File: src/rtl/icache_pkg.sv
// ============================================================================
//  icache_pkg
//  Shared types for the instruction cache: word type, frame layout,
//  address overlay and FSM state encoding.
//  Revision: 1.0
// ============================================================================
`default_nettype none

package icache_pkg;

    localparam int c_word_w = 32;
    localparam int c_sets   = 16;
    localparam int c_idx_w  = $clog2(c_sets);
    localparam int c_tag_w  = 30 - c_idx_w;

    typedef logic [c_word_w-1:0] word_t;

    typedef struct packed {
        logic               valid;
        logic [c_tag_w-1:0] tag;
        word_t              data;
    } icache_frame_t;

    typedef struct packed {
        logic [c_tag_w-1:0] tag;
        logic [c_idx_w-1:0] idx;
        logic [1:0]         bytoff;
    } icachef_t;

    typedef enum logic [0:0] {
        IDLE  = 1'b0,
        FETCH = 1'b1
    } icache_state_t;

endpackage

`default_nettype wire

File: src/rtl/icache.sv
// ============================================================================
//  icache
//  Direct-mapped, read-only, one-word-per-frame instruction cache with a
//  single-outstanding-miss fill FSM. Optional ICACHE_STATS_EN adds counters.
//  Revision: 1.0
// ============================================================================
`default_nettype none

module icache
    import icache_pkg::*;
#(
    parameter int SETS  = 16,
    parameter int IDX_W = $clog2(SETS),
    parameter int TAG_W = 30 - IDX_W
) (
    input  logic        CLK,
    input  logic        nRST,
    input  logic        imemREN,
    input  logic [31:0] imemaddr,
    output logic        ihit,
    output logic [31:0] imemload,
    output logic        iREN,
    output logic [31:0] iaddr,
    input  logic        iwait,
    input  logic [31:0] iload
`ifdef ICACHE_STATS_EN
    ,
    output logic [31:0] hit_count,
    output logic [31:0] miss_count
`endif
);

    icache_state_t    r_state;
    icache_state_t    w_next;
    logic [SETS-1:0]  r_valid;
    logic [TAG_W-1:0] r_tag  [SETS];
    word_t            r_data [SETS];
    logic [31:0]      r_miss_addr;

    logic [IDX_W-1:0] w_idx;
    logic [TAG_W-1:0] w_tag;
    logic [IDX_W-1:0] w_fill_idx;
    logic [TAG_W-1:0] w_fill_tag;
    logic             w_hit;
    logic             w_fill;
    logic             w_miss_start;
    logic             w_unused_bytoff;

    assign w_idx           = imemaddr[IDX_W+1:2];
    assign w_tag           = imemaddr[31:IDX_W+2];
    assign w_fill_idx      = r_miss_addr[IDX_W+1:2];
    assign w_fill_tag      = r_miss_addr[31:IDX_W+2];
    assign w_unused_bytoff = ^{imemaddr[1:0], r_miss_addr[1:0]};

    // Lookup is only meaningful while idle; a fill in flight always stalls.
    assign w_hit = (r_state == IDLE) && imemREN && r_valid[w_idx]
                   && (r_tag[w_idx] == w_tag);

    assign ihit     = w_hit;
    assign imemload = w_hit ? r_data[w_idx] : 32'h0;

    always_comb begin
        w_next       = r_state;
        iREN         = 1'b0;
        iaddr        = 32'h0;
        w_fill       = 1'b0;
        w_miss_start = 1'b0;
        case (r_state)
            IDLE: begin
                if (imemREN && !w_hit) begin
                    w_miss_start = 1'b1;
                    w_next       = FETCH;
                end
            end
            FETCH: begin
                iREN  = 1'b1;
                iaddr = r_miss_addr;
                if (!iwait) begin
                    w_fill = 1'b1;
                    w_next = IDLE;
                end
            end
            default: w_next = IDLE;
        endcase
    end

    always_ff @(posedge CLK) begin
        if (nRST) begin
            r_state     <= IDLE;
            r_valid     <= '0;
            r_miss_addr <= 32'h0;
        end else begin
            r_state <= w_next;
            if (w_miss_start) begin
                r_miss_addr <= {imemaddr[31:2], 2'b00};
            end
            if (w_fill) begin
                r_valid[w_fill_idx] <= 1'b1;
            end
        end
    end

    // Tag/data need no reset; gating on reset keeps an aborted fill from landing.
    always_ff @(posedge CLK) begin
        if (w_fill && !nRST) begin
            r_tag[w_fill_idx]  <= w_fill_tag;
            r_data[w_fill_idx] <= iload;
        end
    end

`ifdef ICACHE_STATS_EN
    always_ff @(posedge CLK) begin
        if (nRST) begin
            hit_count  <= 32'h0;
            miss_count <= 32'h0;
        end else begin
            if (w_hit) begin
                hit_count <= hit_count + 32'd1;
            end
            if (w_miss_start) begin
                miss_count <= miss_count + 32'd1;
            end
        end
    end
`endif

endmodule

`default_nettype wire

File: config.mk
export PLATFORM = sky130hd
export DESIGN_NAME = icache
export DESIGN_NICKNAME = d
export VERILOG_FILES = /design/src/rtl/icache_pkg.sv /design/src/rtl/icache.sv
export SDC_FILE = /design/constraint.sdc
export NUM_CORES = 1
export LEC_CHECK = 0
export ABC_AREA = 1
export CORE_ASPECT_RATIO = 0.9
export CORE_MARGIN = 3
export CORE_UTILIZATION = 40
export CTS_BUF_LIST = sky130_fd_sc_hd__clkbuf_4
export DETAILED_ROUTE_END_ITERATION = 12
export PLACE_DENSITY_LB_ADDON = 0.12
export SLEW_MARGIN = 40
export SYNTH_ARGS = -nofsm -noshare
export SYNTH_HDL_FRONTEND = slang
export SYNTH_SLANG_ARGS = --single-unit
File: constraint.sdc
create_clock -name CLK -period 9.9 [get_ports CLK]
set_clock_uncertainty 0.1 [all_clocks]
set_input_delay 1.485 -clock CLK [delete_from_list [all_inputs] [get_ports CLK]]
set_output_delay 1.485 -clock CLK [all_outputs]
set_load 0.05 [all_outputs]
; ---- After elaboration in Yosys (flattened, before gate mapping)
; Memories as Yosys holds them, arrays and structs flattened.
; Cells that the tools add are included.
[totals]
register_bits = 47
mem_bits_rw = 928
input_bits = 68
output_inout_bits = 66
word_cells = 34
memories = 2
[mem_list]
columns = memory, depth, word_bits, read_ports, rd_ports_with_merged_regs, wr, line_no
row1 = r_data, 16, 32, 1, 0, 1, icache.sv:37  ; word_t r_data [SETS];
row2 = r_tag, 16, 26, 1, 0, 1, icache.sv:36  ; logic [TAG_W-1:0] r_tag [SETS];
[classes]
order_cmp = 3
eq_ne = 1
mux = 15
bitwise = 2
reduce_logical = 8
[op_table]
columns = cell, n
row1 = 2-to-1 mux 32 bit, 2
row2 = == test 26 bit, 1
row3 = OR 16 bit, 1
row4 = less-than comparator 4 x 5 -> 1 bit (second input constant), 2
row5 = 2-to-1 mux 1 bit, 10
row6 = logical AND 1 bit, 6
row7 = binary-select mux 1 bit (select 4 bit), 1
row8 = demux 1 bit (select 4 bit), 1
row9 = greater-or-equal comparator 4 x 1 -> 1 bit (second input constant), 1
row10 = zero test 1 bit, 2
row11 = one-hot mux 1 bit (2 select lines), 1
row12 = NOT 1 bit, 1

; ---- Longest topological paths before layout
[logic_depth]
ltp_word = 8
mapped_depth = 21
ltp_nobuf = 18

; ---- Worst setup path before layout
; Ideal clock, no wire load.
[synth_timing]
path_kind = input -> output
from = input port imemaddr[3]
to = output port imemload[10]
arrival_time_ns = 4.081
t_required_ns = 8.315
setup_slack_ns = 4.234
path_stages = 12
n_path_buf = 4
cell_sequence = buf_4 buf_4 clkbuf_1 o211ai_1 nand3_1 nand3_1 nand2_1 nand2_1 nor3b_2 nand4_1 buf_2 nor3_1
[synth_via]
elab_chain_len = 5
elab_cells_between_ends = 8
classes_between = eq/ne (1) / mux (3) / reduce/logical (2) / memory (2)
[synth_lines]
columns = element, line_no
row1 = start: declaration, icache.sv:19  ; input logic [31:0] imemaddr,
row2 = "parallel branches: the longest is 4 deep, another holds memory (16 x 26 bit)", --
row3 = 2-to-1 mux 32 bit *, icache.sv:60  ; assign imemload = w_hit ? r_data[w_idx] : 32'h0;
row4 = end: declaration, icache.sv:21  ; output logic [31:0] imemload,
; Mark *: on every way between the ends. The select of a mux whose other input is x is not followed.

; ---- Worst setup path after layout
[layout_timing]
from = input port imemaddr[2]
to = output port imemload[12]
; The elaborated chain is that of the path after synthesis.

==> run metrics <==
largest net degree at the start of global routing about 140; post-route worst setup slack 2.38 ns; Unique masters post-synth 29; number of vias after detailed routing roughly 27000; postcts setup bufs 0; top-level I/O count 134; Overall Global Routing Usage 0.221; max frequency 0.133 GHz; Crit path arrival time around 6 ns; Setup WS pre-CTS ~2.6 ns; Fin Setup TNS 0 ns; Leakage between 0.015 and 0.02 uW; post-CTS resize count 0; Post-DRT Antenna Nets 0; Crit. End Element primary output; Max FO, Critical Path 132; Top FF cell, synth sky130_fd_sc_hd__edfxtp_1; TritonCTS clock tree yes; final-layout worst hold slack 0.357 ns; clk sink count 975; TritonCTS buffer count 277; Peak supply drop 0.0000958 V; sort of element at the start of the critical path input pin; global-route wire length before repair between 150000 and 200000 um; fill cell instance count of the final layout 9008; Worst-path clk slew roughly 0.060 ns; start point of the worst hold path r_valid[12]$_SDFFE_PP0P_; routed via count divided by cell count 5.33; std cell rows 109; Seq/Total Area, Yosys 0.721; hold buffers post-CTS 0; synthesized cell area between 0.03 and 0.04 mm^2; final global-route overflow total 0; max-slew violation count 0; total setup violations reported at the end of the flow 0; Relative slew margins 0.429; vias in the first global route 27500; worst min-delay path class flip-flop to flip-flop; net total in the final layout roughly 3700; Post-synth EDFFs between 900 and 1000; Clock Path Buffers 4; TritonRoute pass-1 iters 6; synthesis-stage register bit count 975; die boundary width between 300 and 400 um; root buffer cell sky130_fd_sc_hd__clkbuf_4; DRC violations left 0; cell types occupying the most area after synthesis sky130_fd_sc_hd__edfxtp_1, sky130_fd_sc_hd__nand2_1, sky130_fd_sc_hd__nand3_1; number of buffer cells added on primary ports roughly 130; synthesized netlist cell count between 3000 and 4000; initial antenna violation count 3; crit share post-route 0.760; Yosys warning total 0; floorplan die area roughly 0.10 mm^2; outcome finished clean; Avg Cell Area, Syn 11.7 um^2; routed wire length approximately 120000 um; share of synthesized registers carrying an async set or reset 0; launching point of the worst reg2reg path r_state$_SDFF_PP0_; final hold violation count 0; proportion of netlist area held by the largest area contributor 0.698; Worst R2R Setup Slack 6.02 ns; required time of the critical path about 8.3 ns; die boundary height 306 um; estimated wirelength of the detail-placed design approximately 60000 um; drt first-iter violations around 2100; Final Wtd Congestion ~0.82; Starting Density 0.405; critical path launch point imemaddr[2]; fraction of layout cells with a size suffix above 1 0.134; Wirelength per Cell roughly 23 um; area of the core about 0.1 mm^2; max-cap check violation count 0; Worst-Skew Late Latency 1.07 ns; kind of critical path input pin to primary output; Util after Layout 0.467; power density relative to cell area roughly 190 mW/mm^2; Area growth syn-to-layout 15.2%; H-tree level count 5; clock period minus worst slack between 7 and 8 ns; RSZ-0062 raised after global routing false; post-synth top area cell sky130_fd_sc_hd__edfxtp_1; Tightest Pin Transition approximately 0.86 ns
==> worst paths after layout <==
path / to / depth (start not counted)
worst max-delay path: imemload[12] / 14
worst min-delay path: r_valid[12]$_SDFFE_PP0P_ / 2
worst max register to register: r_data[10][19]$_DFFE_PP_ / 8
worst min register to register: r_valid[12]$_SDFFE_PP0P_ / 2
==> area by class of cell <==
class                   count  area, um^2  area share
clock inverters            39         233     0.00506
inverters                 226         883      0.0192
clock buffers             391        2940      0.0638
well taps                1332        1670      0.0362
flip-flops and latches    975       28800       0.626
diodes                      3        7.51    0.000163
multi-input cells        1978        9400       0.204
repair buffers            195        2060      0.0448
==> metrics by stage <==
stage,power [uW],instances,instance area [um^2]
floorplan,4990,3403,39900
global placement,5200,4690,42400
detailed placement,5210,4705,42800
CTS,8690,5135,45900
global route,8970,5138,46000
finish,8570,5139,46000
==> metal layers <==
| layer | track usage | up-vias | part of all wire | wire length (um) |
|---|---|---|---|---|
| met5 | 0 | - | 0.00029 | 34 |
| met4 | 0.0747 | 4 | 0.020 | 2320 |
| met3 | 0.0377 | 205 | 0.053 | 6170 |
| met2 | 0.374 | 847 | 0.49 | 57400 |
| met1 | 0.289 | 13600 | 0.43 | 50100 |
| li1 | - | 12700 | - | - |
==> sequential cells by signal, indices dropped and copies added, names as in the netlist <==
name         flops
r_data         512
r_tag          416
r_miss_addr     30
r_valid         16
r_state          1
==> synthesized netlist by cell type (9+ instances only) <==
cell type	count
sky130_fd_sc_hd__nor3_1	24
sky130_fd_sc_hd__buf_1	26
sky130_fd_sc_hd__clkbuf_1	108
sky130_fd_sc_hd__inv_1	222
sky130_fd_sc_hd__o211ai_1	22
sky130_fd_sc_hd__a21oi_1	283
sky130_fd_sc_hd__o21ai_0	71
sky130_fd_sc_hd__o21ai_1	16
sky130_fd_sc_hd__a311o_1	22
sky130_fd_sc_hd__edfxtp_1	928
sky130_fd_sc_hd__nor3_2	9
sky130_fd_sc_hd__nor2_1	184
sky130_fd_sc_hd__dfxtp_1	47
sky130_fd_sc_hd__o31ai_1	31
sky130_fd_sc_hd__nand3_1	298
sky130_fd_sc_hd__nand2_1	891
sky130_fd_sc_hd__a221oi_1	106
sky130_fd_sc_hd__buf_4	24
sky130_fd_sc_hd__buf_2	65
==> layout by cell type (no fill, tap or decap), drive strengths merged <==
master / count
a21oi: 283
a221oi: 106
a311o: 22
buf: 69
bufinv: 3
clkbuf: 392
clkdlybuf4s50: 125
clkinv: 32
conb: 2
dfxtp: 47
diode: 3
edfxtp: 928
inv: 230
nand2: 891
nand3: 298
nand4: 8
nor2: 184
nor3: 33
nor3b: 1
o211ai: 22
o21ai: 87
o22ai: 8
o31ai: 31
o32ai: 1
or2: 1
==> cell families (layout without fill, tap and decap cells) <==
family	count (synthesis)	count (layout)	share of synthesized area
flip-flops	975	975	0.721
other	1	5	0.0000939
AND/OR/NAND/NOR	1416	1416	0.145
AO/OA/AOI/OAI	560	560	0.0865
buffers and inverters	450	851	0.0468
==> report_power, final <==
group | internal (uW) | switching, uW | total, uW
logic | 153 | 376 | 529
clock network | 1870 | 1580 | 3450
registers | 4550 | 46.9 | 4600
==> worst max-delay path: stages <==
cell                              delay [ns]
sky130_fd_sc_hd__buf_8                  0.39
sky130_fd_sc_hd__clkinv_8               0.58
sky130_fd_sc_hd__buf_4                  0.49
sky130_fd_sc_hd__nand2_1                0.10
sky130_fd_sc_hd__nand3_1                0.08
sky130_fd_sc_hd__nand3_1                0.12
sky130_fd_sc_hd__nand3_1                0.17
sky130_fd_sc_hd__nand3_1                0.20
sky130_fd_sc_hd__nand3_1                0.11
sky130_fd_sc_hd__a21oi_1                0.19
sky130_fd_sc_hd__nand4_1                0.19
sky130_fd_sc_hd__buf_4                  0.37
sky130_fd_sc_hd__nor3_1                 0.31
sky130_fd_sc_hd__clkdlybuf4s50_1        0.86
Power figures use the tool's default switching activity.
